[src/rtl/lfsr_sym_checker_pkg.sv]
// Shared constants for the PRBS symbol checker: generator length, seed, feedback taps, FSM encoding.
package lfsr_sym_checker_pkg;

  localparam int LFSR_LEN = 22;
  localparam int S_LEN    = LFSR_LEN - 1;

  localparam logic [S_LEN-1:0] LFSR_SEED = 21'h15A3C7;
  // Single tap into bit 1 gives x^22 + x + 1, a primitive polynomial.
  localparam logic [S_LEN-2:0] TAPS      = 20'h00001;

  typedef enum logic [1:0] {
    ST_FILL   = 2'd0,
    ST_SEARCH = 2'd1,
    ST_LOCKED = 2'd2
  } state_t;

  function automatic logic [3:0] sym_of(input logic [S_LEN-1:0] s);
    return {s[0], s[3], s[4], s[1]};
  endfunction

endpackage

[src/rtl/lfsr_sym_checker_ref_gen.sv]
// Local reference PRBS generator; sym_out is the symbol for the current strobe (combinational from state).
// Advances one step per clk_en; no backpressure, holds when clk_en is low.
module lfsr_ref_gen
  import lfsr_sym_checker_pkg::*;
(
  input  logic       clk,
  input  logic       reset_n,
  input  logic       clk_en,
  output logic [3:0] sym_out
);

  logic [S_LEN-1:0] s;
  logic             fb;

  always_ff @(posedge clk or negedge reset_n) begin
    if (!reset_n) begin
      s  <= LFSR_SEED;
      fb <= 1'b0;
    end else if (clk_en) begin
      s  <= {s[S_LEN-2:0] ^ (TAPS & {(S_LEN-1){fb}}), fb};
      fb <= s[S_LEN-1];
    end
  end

  assign sym_out = sym_of(s);

endmodule

[config.mk]
export PLATFORM = sky130hd
export DESIGN_NAME = lfsr_ref_gen
export DESIGN_NICKNAME = d
export VERILOG_FILES = /design/src/rtl/lfsr_sym_checker_pkg.sv /design/src/rtl/lfsr_sym_checker_ref_gen.sv
export SDC_FILE = /design/constraint.sdc
export NUM_CORES = 1
export LEC_CHECK = 0
export BUFFER_PORTS_ARGS = -buffer_cell sky130_fd_sc_hd__buf_2
export CAP_MARGIN = 20
export CORE_MARGIN = 4
export CORE_UTILIZATION = 51
export DETAILED_ROUTE_END_ITERATION = 10
export PLACE_DENSITY = 0.7
export SYNTH_ARGS = -nofsm -noshare
export SYNTH_HDL_FRONTEND = slang
export SYNTH_SLANG_ARGS = --single-unit
[constraint.sdc]
create_clock -name clk -period 1.5 [get_ports clk]
set_clock_uncertainty 0.15 [all_clocks]
set_input_delay 0.3 -clock clk [delete_from_list [all_inputs] [get_ports clk]]
set_output_delay 0.3 -clock clk [all_outputs]
set_load 0.005 [all_outputs]
* Yosys cells after proc, flatten, opt, wreduce, memory -nomap -nowiden *
Cells that the tools add are included.

word-level totals
  flip-flop bits (word level) = 22
  input bits = 3
  word-level logic and storage cells = 3

operators by class
  bitwise gates (word level) = 1

operators with widths
  operator                                count
  20-bit by 1-bit XOR with 20-bit output  1

* Depth between registers and ports, before layout *
  depth in word-level cells = 1
  depth in mapped cells = 3
  depth with buffers taken out = 2

* Least setup slack after synthesis *
Ideal clock, no wire load.

  kind = register to output
  start = register s[0]
  end = output sym_out[3]
  arrival time = 0.620 ns
  slack = 0.430 ns
  cell stages (with the launch flop) = 2
  cell sequence = dfstp_2 buf_4

RTL lines
  element                 line                            text
  from (decl)             lfsr_sym_checker_ref_gen.sv:12  logic [S_LEN-1:0] s;
  from (signal assigned)  lfsr_sym_checker_ref_gen.sv:20  s <= {s[S_LEN-2:0] ^ (TAPS & {(S_LEN-1){fb}}), fb};
  to (decl)               lfsr_sym_checker_ref_gen.sv:9   output logic [3:0] sym_out

No word-level cell between the ends.

* Worst setup path in the final report *
  start = register s[0]
  end = output sym_out[3]

No word-level cell between the ends.

==> results <==
- The number of hold violations in the final report is 0.
- The net count of the mapped netlist is 55.
- The relative max-transition margin is 0.701.
- The storage element area is roughly 570 um^2.
- The post-route clock period utilization is 0.938.
- The final critical path time including I/O delays and setup is 1.41 ns.
- TritonCTS built the clock tree.
- Wires add up to 1.04 mm.
- The kind of cell with the highest combined delay along the critical path is flip-flops.
- The number of setup buffers added after CTS is 0.
- For the pin with the worst max-slew slack, the measured transition is 0.448 ns.
- Using the TritonRoute via totals, the vias-per-cell ratio works out to 5.28.
- The min-delay analysis places its worst path in the category in -> reg.
- The highest ir drop seen on vdd is 0.979 mV.
- The row count is 14.
- The region available for standard cell placement spans around 1600 um^2.
- The total power is roughly 1.8 mW.
- The initial cell density of the core is 0.559.
- The post-route setup TNS is 0 ns.
- The average cell area after synthesis is 16.8 um^2.
- The die covers 2440 um^2.
- After technology mapping, the gate count stands at 52.
- The layout cell share with drive strength beyond 1 is 0.741.
- The total routing resource utilization after global routing is 0.0926.
- The root buffer cell chosen for the clock tree is sky130_fd_sc_hd__clkbuf_4.
- The routability-driven placement congestion ratio is 0.714.
- The clock net in this run drives a total of 22 sinks.
- The final number of setup-violating endpoints is 0.
- The filler cells instantiated in the layout total 123.
- Pin placement for this block handled 7 I/O pins.
- In this run the cell area of the synthesized design comes to roughly 870 um^2.
- The critical path launch point type is a flop.
- By startpoint and endpoint, the worst setup path is classified as reg -> out.
- The number of stages on the worst setup path is 1.
- The via count of the first global-routing pass is 411.
- The vertical die dimension is slightly below 50 um.
- Across the run, the number of max-cap violations was 0.
- The multi-input gate area in the final layout is 254 um^2.
- The first-pass GRT wire length is between 1.5 and 2 mm.
- Sorting the synthesized cells by area gives the leading types as sky130_fd_sc_hd__dfstp_2, sky130_fd_sc_hd__dfrtp_1, sky130_fd_sc_hd__mux2_2.
- The library cell used most frequently in the layout, excluding fill and tap cells, is sky130_fd_sc_hd__mux2_2.
- The number of antenna violations at the first check in global routing is 0.
- Dividing the detail-routed wire length by the instance count gives 14.0 um.
- The leftover overflow at the end of global routing is 0.
- The critical path arrival is between 0.9 and 1 ns.
- The count of pins over their slew limit is 0.
- Leaving out fill and tap cells, the most frequent cells in the layout are sky130_fd_sc_hd__mux2_2, sky130_fd_sc_hd__dfstp_2, sky130_fd_sc_hd__dfrtp_1.
- Yosys mapped the design onto 8 distinct sky130hd cell types.
- The area share of the leading cell type in the synthesized netlist is 0.362.
- The number of warnings reported in the yosys synthesis log is 0.
- The flow ran to the end, and the final reports show no timing, DRC or antenna violations.
- The first detailed-routing pass ran for 2 iterations.
- The number of routed nets with antenna violations is 0.
- Of all nets on the critical path, the largest fanout is 3.
- The clock passes through at most 2 buffers.
- In the final design database the tool counted 62 nets.
- The worst-path cell with the longest stage delay is sky130_fd_sc_hd__dfstp_2.
- The largest single stage delay on the critical path is 0.56 ns.
- Clock-pin slew was measured on the worst setup and hold paths at about 0.1 ns.
- Summed over all nets, the half-perimeter wirelength after detailed placement is approximately 750 um.
- sky130_fd_sc_hd__dfstp_2 takes more of the synthesized area than any other cell.
- The number of instances on the worst hold path is 3.
- The die is 49.4 um wide.
- The number of storage elements in the synthesis netlist is 22.
- After detailed routing, the number of remaining DRC violations is 0.
- The peak clock frequency supported by timing is 0.711 GHz.
- The final route contains ~390 vias.
- At the worst endpoint, the required time is about 1.1 ns.
- Setup repair after global routing left no endpoint under its margin.
- After the first detailed-routing iteration, the DRC count stood at 1.
- STA classifies the critical path endpoint as an output port.
- The H-tree level count is 1.
- The count of input and output buffers is 6.
- In this run the power density over the cells is roughly 2000 nW/um^2.
- For this run, the register share of the synthesized area comes to 0.648.
- The area overhead of the layout relative to synthesis is 6.17%.
- The clock reaches the later pin of the worst-skew pair after approximately 0.29 ns.
- The largest net degree at the start of global routing is 24.
- Counting both buffers and inverters, the worst setup path holds a total of 1.
- The diode insertion count for antenna repair is 0.
- The signal on the critical path passes through buf_2.
- The leakage power is ~0.4 nW.
- The number of buffers created by CTS is 3.
- The number of cell instances on the worst register-to-register path is 2.
kinds of logic (layout without fill, tap and decap cells):
| group | Yosys count | after routing | synth area share |
|---|---|---|---|
| AOI/OAI and AO/OA | 1 | 1 | 0.00573 |
| xor gates and xnor gates | 1 | 1 | 0.0100 |
| buffers and inverters | 6 | 12 | 0.0603 |
| DFF | 22 | 22 | 0.648 |
| muxes | 21 | 21 | 0.271 |
| and+or+nand+nor | 1 | 1 | 0.00430 |
metrics by stage:
stage                util  hold WS [ns]  area [um^2]  setup WS [ns]  cells
global route        0.594         0.202          926         0.0440     74
global placement    0.571         0.101          890          0.331     69
floorplan               -        -0.146          872          0.430     52
detailed placement  0.571         0.123          890          0.303     69
finish              0.594         0.202          926         0.0929     74
CTS                 0.594         0.190          926         0.0804     74
path summary, 6_finish.rpt:
path / end / slack (ns) / start
setup / recovery: sym_out[3] / 0.09 / s[0]
hold / removal: s[1] / 0.20 / clk_en
setup reg to reg: s[1] / 0.51 / s[0]
hold reg to reg: s[1] / 0.36 / s[1]
max in group asynchronous: s[20] / 0.53 / reset_n
min in group asynchronous: s[4] / 0.33 / reset_n
cells in the mapped netlist:
| library cell | count |
|---|---|
| sky130_fd_sc_hd__mux2_2 | 21 |
| sky130_fd_sc_hd__buf_4 | 4 |
| sky130_fd_sc_hd__nor2_1 | 1 |
| sky130_fd_sc_hd__dfstp_2 | 12 |
| sky130_fd_sc_hd__xnor2_1 | 1 |
| sky130_fd_sc_hd__buf_6 | 2 |
| sky130_fd_sc_hd__dfrtp_1 | 10 |
| sky130_fd_sc_hd__a21oi_1 | 1 |
area by class of cell:
type,instances,share of cell area
Multi-Input combinational cell,24,0.274
Timing Repair Buffer,8,0.0649
Clock buffer,4,0.0284
Tap cell,16,0.0216
Sequential cell,22,0.611
sequential cells by signal, indices dropped and copies added, names as in the netlist:
register and count:
fb 1, s 21
routing by layer:
layer | part of all wire | global-route usage
met1 | 0.45 | 0.123
met2 | 0.50 | 0.150
met3 | 0.049 | 0.0306
met4 | 0 | 0.0142
met5 | 0 | 0
report_power, final:
group / leakage [nW] / internal [mW] / total [mW] / switching, mW
logic: 0.135 / 0.280 / 0.419 / 0.139
registers: 0.249 / 0.993 / 1.15 / 0.158
clock network: 0.0150 / 0.103 / 0.257 / 0.153
total: 0.398 / 1.38 / 1.83 / 0.450
timing repair:
item / 4_1_cts / 5_1_grt
hold buffers: 1 / 0
hold endpoints to repair: 10 / 0
gates resized for setup: 0 / 0
(Power assumes the default switching activity.)
